## src/rtl/sd_arb_pkg.sv

```systemverilog
// Shared definitions for the SD command arbiter: state encoding, default widths
// and priority-mode codes.
package sd_arb_pkg;

  typedef enum logic [1:0] {
    ST_IDLE  = 2'd0,
    ST_ISSUE = 2'd1,
    ST_WAIT  = 2'd2
  } arb_state_e;

  localparam int unsigned CMD_W_DEF = 6;
  localparam int unsigned ARG_W_DEF = 32;

  localparam int unsigned PRIO_RR    = 0;
  localparam int unsigned PRIO_FIXED = 1;

endpackage

```

## src/rtl/sd_rr_picker.sv

```systemverilog
// Combinational winner picker: first requesting channel at or after the start
// index (pointer in round-robin mode, 0 in fixed-priority mode), wrapping.
module sd_rr_picker #(
  parameter int unsigned NCH = 2,
  localparam int unsigned PW = $clog2(NCH)
) (
  input  logic [NCH-1:0] req,
  input  logic [PW-1:0]  ptr,
  input  logic           mode,
  output logic [NCH-1:0] win
);

  logic [PW-1:0] start;
  logic [PW-1:0] idx;
  logic          found;

  assign start = mode ? '0 : ptr;

  always_comb begin
    win   = '0;
    found = 1'b0;
    idx   = '0;
    for (int unsigned k = 0; k < NCH; k++) begin
      idx = PW'((32'(start) + k) % NCH);
      if (!found && req[idx]) begin
        win[idx] = 1'b1;
        found    = 1'b1;
      end
    end
  end

endmodule

```

## src/rtl/sd_cmd_arbiter.sv

```systemverilog
// N-channel SD command arbiter: grants one source per command transaction and
// holds its payload until the command manager reports done (or the watchdog fires).
module sd_cmd_arbiter
  import sd_arb_pkg::*;
#(
  parameter int unsigned NCH       = 2,
  parameter int unsigned CMD_W     = CMD_W_DEF,
  parameter int unsigned ARG_W     = ARG_W_DEF,
  parameter int unsigned PRIO_MODE = PRIO_RR,
  parameter int unsigned TIMEOUT   = 0
) (
  input  logic               clk,
  input  logic               rst,
  input  logic [NCH-1:0]     req_valid,
  input  logic [NCH*CMD_W-1:0] req_cmd,
  input  logic [NCH*ARG_W-1:0] req_arg,
  input  logic [NCH-1:0]     req_sta40,
  input  logic [NCH-1:0]     req_readit,
  input  logic [NCH-1:0]     req_init,
  output logic [NCH-1:0]     req_ready,
  input  logic               done,
  output logic [CMD_W-1:0]   cmd,
  output logic [ARG_W-1:0]   arg,
  output logic               sta,
  output logic               sta40,
  output logic               readit,
  output logic               init,
  output logic [NCH-1:0]     grant,
  output logic               busy,
  output logic [NCH-1:0]     resp_done,
  output logic [NCH-1:0]     resp_err
);

  localparam int unsigned PW = $clog2(NCH);

  arb_state_e       state_q, state_d;
  logic [PW-1:0]    ptr_q, ptr_d;
  logic [CMD_W-1:0] cmd_q, cmd_d;
  logic [ARG_W-1:0] arg_q, arg_d;
  logic             sta_q, sta_d, sta40_q, sta40_d;
  logic             readit_q, readit_d, init_q, init_d;
  logic [NCH-1:0]   grant_q, grant_d;
  logic             busy_q, busy_d;
  logic [NCH-1:0]   resp_done_q, resp_done_d, resp_err_q, resp_err_d;

  logic [NCH-1:0]   win;
  logic [CMD_W-1:0] sel_cmd;
  logic [ARG_W-1:0] sel_arg;
  logic             sel_sta40, sel_readit, sel_init;
  logic [PW-1:0]    owner, ptr_nxt;
  logic             timeout_hit;

  sd_rr_picker #(.NCH(NCH)) u_picker (
    .req  (req_valid),
    .ptr  (ptr_q),
    .mode (PRIO_MODE == PRIO_FIXED),
    .win  (win)
  );

  // Payload mux steered by the one-hot winner.
  always_comb begin
    sel_cmd = '0;
    sel_arg = '0;
    for (int unsigned i = 0; i < NCH; i++) begin
      sel_cmd = sel_cmd | (req_cmd[i*CMD_W +: CMD_W] & {CMD_W{win[i]}});
      sel_arg = sel_arg | (req_arg[i*ARG_W +: ARG_W] & {ARG_W{win[i]}});
    end
  end

  assign sel_sta40  = |(req_sta40  & win);
  assign sel_readit = |(req_readit & win);
  assign sel_init   = |(req_init   & win);

  always_comb begin
    owner = '0;
    for (int unsigned i = 0; i < NCH; i++) begin
      if (grant_q[i]) owner = PW'(i);
    end
  end

  assign ptr_nxt = (owner == PW'(NCH - 1)) ? '0 : owner + PW'(1);

  // Watchdog counts WAIT cycles; it restarts from 0 outside WAIT.
  if (TIMEOUT > 0) begin : gen_timer
    localparam int unsigned TW = $clog2(TIMEOUT + 1);
    logic [TW-1:0] timer_q, timer_d;

    always_comb begin
      timer_d = '0;
      if (state_q == ST_WAIT) timer_d = timer_q + TW'(1);
    end

    always_ff @(posedge clk or posedge rst) begin
      if (rst) timer_q <= '0;
      else     timer_q <= timer_d;
    end

    assign timeout_hit = (state_q == ST_WAIT) && (timer_q == TW'(TIMEOUT - 1));
  end else begin : gen_no_timer
    assign timeout_hit = 1'b0;
  end

  always_comb begin
    state_d     = state_q;
    ptr_d       = ptr_q;
    cmd_d       = cmd_q;
    arg_d       = arg_q;
    readit_d    = readit_q;
    init_d      = init_q;
    grant_d     = grant_q;
    busy_d      = busy_q;
    sta_d       = 1'b0;
    sta40_d     = 1'b0;
    resp_done_d = '0;
    resp_err_d  = '0;
    req_ready   = '0;

    case (state_q)
      ST_IDLE: begin
        if (|req_valid) begin
          req_ready = win;
          grant_d   = win;
          cmd_d     = sel_cmd;
          arg_d     = sel_arg;
          readit_d  = sel_readit;
          init_d    = sel_init;
          sta_d     = ~sel_sta40;
          sta40_d   = sel_sta40;
          busy_d    = 1'b1;
          state_d   = ST_ISSUE;
        end
      end
      ST_ISSUE: state_d = ST_WAIT;
      ST_WAIT: begin
        if (done || timeout_hit) begin
          // done takes precedence over a simultaneous watchdog expiry
          if (done) resp_done_d = grant_q;
          else      resp_err_d  = grant_q;
          if (PRIO_MODE == PRIO_RR) ptr_d = ptr_nxt;
          cmd_d    = '0;
          arg_d    = '0;
          readit_d = 1'b0;
          init_d   = 1'b0;
          grant_d  = '0;
          busy_d   = 1'b0;
          state_d  = ST_IDLE;
        end
      end
      default: state_d = ST_IDLE;
    endcase
  end

  always_ff @(posedge clk or posedge rst) begin
    if (rst) begin
      state_q     <= ST_IDLE;
      ptr_q       <= '0;
      cmd_q       <= '0;
      arg_q       <= '0;
      sta_q       <= 1'b0;
      sta40_q     <= 1'b0;
      readit_q    <= 1'b0;
      init_q      <= 1'b0;
      grant_q     <= '0;
      busy_q      <= 1'b0;
      resp_done_q <= '0;
      resp_err_q  <= '0;
    end else begin
      state_q     <= state_d;
      ptr_q       <= ptr_d;
      cmd_q       <= cmd_d;
      arg_q       <= arg_d;
      sta_q       <= sta_d;
      sta40_q     <= sta40_d;
      readit_q    <= readit_d;
      init_q      <= init_d;
      grant_q     <= grant_d;
      busy_q      <= busy_d;
      resp_done_q <= resp_done_d;
      resp_err_q  <= resp_err_d;
    end
  end

  assign cmd       = cmd_q;
  assign arg       = arg_q;
  assign sta       = sta_q;
  assign sta40     = sta40_q;
  assign readit    = readit_q;
  assign init      = init_q;
  assign grant     = grant_q;
  assign busy      = busy_q;
  assign resp_done = resp_done_q;
  assign resp_err  = resp_err_q;

endmodule

```

## config.mk

```make
export PLATFORM = sky130hd
export DESIGN_NAME = sd_cmd_arbiter
export DESIGN_NICKNAME = d
export VERILOG_FILES = /design/src/rtl/sd_arb_pkg.sv /design/src/rtl/sd_rr_picker.sv /design/src/rtl/sd_cmd_arbiter.sv
export SDC_FILE = /design/constraint.sdc
export NUM_CORES = 1
export LEC_CHECK = 0
export ABC_AREA = 1
export BUFFER_PORTS_ARGS = -buffer_cell sky130_fd_sc_hd__buf_2
export CORE_MARGIN = 8
export CORE_UTILIZATION = 40
export DETAILED_ROUTE_END_ITERATION = 8
export GPL_TIMING_DRIVEN = 1
export HOLD_SLACK_MARGIN = 0.08
export PLACE_DENSITY = 0.8
export REMOVE_ABC_BUFFERS = 1
export SETUP_SLACK_MARGIN = 0.4
export SLEW_MARGIN = 20
export SYNTH_ARGS = -nofsm -noshare
export SYNTH_HDL_FRONTEND = slang
export SYNTH_HIERARCHICAL = 1
export SYNTH_SLANG_ARGS = --single-unit
```

## constraint.sdc

```tcl
create_clock -name clk -period 4.05 [get_ports clk]
set_input_delay 0.405 -clock clk [delete_from_list [all_inputs] [get_ports clk]]
set_output_delay 0.405 -clock clk [all_outputs]
set_load 0.1 [all_outputs]
```

# After elaboration in Yosys (flattened, before gate mapping)

Cells that the tools add are included.
Widths: inputs -> output; s select.

Register bits after elaboration: 50
Bits in latches: 0
RAM bits: 0
ROM bits: 0
Bits of input ports: 87
Output and inout port bits: 51
Logic and storage cells: 84
Memories: 0

Add/sub/neg operators: 2
Multipliers: 0
Div/mod/pow operators: 0
Order comparisons: 4
Eq/ne operators: 4
Shifts and indexed selects: 0
Muxes and demuxes: 39
Bitwise logic cells: 11
Reduce and logical (&&, ||, !) cells: 13

Operators with widths:

| operator            | count |
|---|---|
| $and 32x32->32      | 2 |
| $mux 32             | 2 |
| $pmux 32 s2         | 1 |
| $or 32x32->32       | 1 |
| $mux 2              | 9 |
| $mux 1              | 17 |
| $and 6x6->6         | 2 |
| $mux 6              | 2 |
| $pmux 6 s2          | 1 |
| $reduce_or 2->1     | 4 |
| $and 2x2->2         | 3 |
| $or 6x6->6          | 1 |
| $pmux 1 s2          | 3 |
| $pmux 2 s3          | 1 |
| $lt 1x2->1 const B  | 2 |
| $ne 2x2->1 const B  | 2 |
| $pmux 2 s2          | 1 |
| $reduce_and 2->1    | 2 |
| $logic_and 1x1->1   | 3 |
| $reduce_and 3->1    | 1 |
| $add 1x1->1 const B | 2 |
| $demux 1 s1         | 2 |
| $eq 2x1->1 const B  | 1 |
| $eq 2x2->1 const B  | 1 |
| 6 further kinds     | 7 |

# Longest topological paths before layout

Word-level depth: 12
Mapped depth: 12
Mapped depth without buffers: 10

# Modules after synthesis

The synthesis kept the hierarchy.

Modules (own cells, without submodules):

| module         | instances | cells each | area an instance (µm²) | seq. area each (µm²) |
|---|---|---|---|---|
| sd_cmd_arbiter | 1         | 437        | 2,849.0                | 1,251.2 |
| sd_rr_picker   | 1         | 7          | 33.8                   | 0.0 |

# Least setup slack after synthesis

No wires, ideal clock.

Path type: input port to output port
Start point: input port req_valid[1]
End point: output port req_ready[0]
Arrival time: 2.055 ns
Data required time: 3.645 ns
Slack: 1.590 ns
Stages: 6
Path buffers: 1
Cell sequence: inv_1 > nand2_1 > nand2_1 > clkbuf_1 > inv_1 > nor2_1

Longest elaborated chain between the ends: 8
Elaborated cells on any way between the ends: 13
Classes of those cells: 9 x mux; 1 x bitwise; 3 x reduce/logical

RTL lines:

| item                                       | line                  | text |
|---|---|---|
| start: declaration                         | sd_cmd_arbiter.sv:14  | `input logic [NCH-1:0] req_valid,` |
| $mux 1 (implied by the code) (2 in series) | sd_rr_picker.sv:25    | `if (!found && req[idx]) begin` |
| $mux 1                                     | sd_rr_picker.sv:25    |  |
| $logic_not 1->1                            | sd_rr_picker.sv:25    |  |
| $logic_and 1x1->1                          | sd_rr_picker.sv:25    |  |
| $mux 2 (*)                                 | sd_rr_picker.sv:25    |  |
| named net win[0]                           | sd_cmd_arbiter.sv:46  | `logic [NCH-1:0] win;` |
| $mux 2 (*)                                 | sd_cmd_arbiter.sv:120 | `if (\|req_valid) begin` |
| $mux 2 (*)                                 | sd_cmd_arbiter.sv:118 | `case (state_q)` |
| end: declaration                           | sd_cmd_arbiter.sv:20  | `output logic [NCH-1:0] req_ready,` |

The timed path passes the listed nets; every way through them passes the cells marked *. The select of a mux whose other input is x is not followed.

# Final worst setup path

Start point: register state_q[1]
End point: output port req_ready[0]

Longest elaborated chain between the ends: 2

RTL lines:

| item                     | line                  | text |
|---|---|---|
| start: declaration       | sd_cmd_arbiter.sv:36  | `arb_state_e state_q, state_d;` |
| start signal: assignment | sd_cmd_arbiter.sv:168 | `state_q <= state_d;` |
| $logic_not 2->1          | sd_cmd_arbiter.sv:118 |  |
| $mux 2                   | sd_cmd_arbiter.sv:118 |  |

Every way passes these cells.

==> reports/metrics.yaml <==
rsz0062_at_grt: "no"
cts_buffers: 5
cts.htree.levels: 2
synth_top_area_share_pct: 43.4
cts_tree: "yes"
overflow: 0
insertion_delay_ps: 290
yosysTopAreaCell: "dfrtp_1"
syn_inst: 444
regToRegEndpoint: "arg[25]"
diodes: 0
n_fill_cell: 722
via_per_inst: 4.38
endpoint_kind: "output pin"
worst_pin_slew_ps: 882
grt_pass1_vias: 2887
antenna_found_initial: 0
dr.pass1.iters: 4
max_cap_viol_count: 0
fin_crit_ps: 2560
yosysSeqAreaShare_pct: 43.4
r2r_slack_ps: 1560
dp_hpwl_um: 5620
slew_violations: 0
r2r_start: "state_q[0]"
grt_max_degree: 51
multiInputGateArea_sq_um: 1260
hold_class: "input port to asynchronous set/reset pin"
cts_root_buf: "clkbuf_8"
port_buffers: 135
fp.dieH_um: 101
syn_to_final_growth_pct: 27.7
gp_congestion: 0.729
clockBufferDepth: 2
drtIter0Drc: 100
initial_utilization_pct: 40.6
setup_viol: 0
die_area_sq_um: 10200
ys_types: 16
hold_viol_final: 0
status: "finished clean"
finClkSkew_ps: 4.95
slew_headroom_pct: 41.1
ys_top_cells_by_area: "dfrtp_1 (43%), nand2_1 (33%), nand3_1 (7.3%)"
clk_pin_slew_ps: 90
vias: 2901
wl_um: 7610
holdBufCountCts: 0
ios: 138
critPathKind: "flop to output pin"
syn-cell-area_sq_um: 2880
grt_first_pass_wirelength_um: 12900
crit_path_max_fanout: 48
dieWidth_um: 101
drive_gt1_share_pct: 27.2
fp-row-count: 31
synth_warnings: 6
synth-seq-cells: 50
crit_path_start_kind: "flop"
tns_ps: 0
cts.sinks: 50
core_area_sq_um: 7100
ant_nets: 0
layout_common_cells: "nand2_1 (255), buf_2 (135), inv_1 (51)"
final_common_cell: "nand2_1"
seqCellArea_sq_um: 1250
drc_errors: 0
crit_required_ps: 3640
arrival_ps: 2150
ctsResizeCount: 0
wire_per_inst_um: 11.5
fmax_mhz: 391
cts_setup_buffers: 0
grt_use_total_pct: 15.3
finalCritPeriodShare_pct: 63.2
nets: 649
syn_area_per_cell_sq_um: 6.49
ff2ff_path_depth: 6
[worst max-delay path, stage by stage, from the launching register on]
cell and delay [ps]:
dfrtp_1 430, nor2_1 150, nand2_2 490, nor2_1 310, buf_2 470
[worst max path at each step]
stage | depth (start not counted) | to | slack [ps] | start
6_report | 4 | req_ready[0] | 1490 | state_q[1]
4_1_cts | 4 | req_ready[0] | 1460 | state_q[1]
5_1_grt | 4 | req_ready[0] | 1310 | state_q[1]
3_5_place_dp | 6 | arg[24] | 1530 | done
3_3_place_gp | 6 | arg[2] | 1620 | done
2_1_floorplan | 3 | req_ready[0] | 1010 | state_q[1]
[area by class of cell]
class                           count  share of cell area [%]
Multi-Input combinational cell    314                    34.3
Sequential cell                    50                    34.0
Clock buffer                        6                    2.24
Timing Repair Buffer              139                    19.2
Inverter                           52                    5.34
Tap cell                           99                    3.37
Clock inverter                      2                    1.63
[cells in the mapped netlist]
cell and number:
buf_2 18, conb_1 1, dfrtp_1 50, or2_2 1
nand2_1 256, a21oi_2 1, nand3_2 1, nand3_1 42
nor2_1 6, nand2_2 1, buf_12 1, buf_4 9
inv_1 52, buf_6 1, clkbuf_1 1, o21ai_0 3
[flip-flops by register name, summed over array words and instances, names as in the netlist]
name	count
sta40	1
resp_done	2
arg	32
state_q	2
sta	1
cmd	6
ptr_q	1
init	1
readit	1
busy	1
grant	2
[routing by layer]
metal  share of wire [%]  global-route usage [%]  vias up
li1                    -                       -     1533
met1                  42                    17.5     1283
met2                  50                    26.8       83
met3                 7.7                    4.63        2
met4                0.13                    3.89        0
met5                   0                       0        -
[metrics by stage]
step                instances  hold WS (ps)  util (%)  setup WS, ps  area, sq um
floorplan                 416           473         -          1010         2700
global placement          654           470      49.8          1620         3540
detailed placement        654           458      49.8          1530         3540
CTS                       662           336      51.8          1460         3680
global route              662           305      51.9          1310         3680
finish                    662           249      51.9          1490         3680
[logic make-up (layout without fill, tap and decap cells)]
logic type	after synthesis	in the layout	synth area share (%)
AND/OR/NAND/NOR	307	307	42.2
buffers and inverters	82	199	13.5
flip-flops	50	50	43.4
AO/OA/AOI/OAI	4	4	0.825
other	1	3	0.130
Power is not shown: default switching activity piles up to over one toggle a cycle in this logic, so the estimate is an artifact.
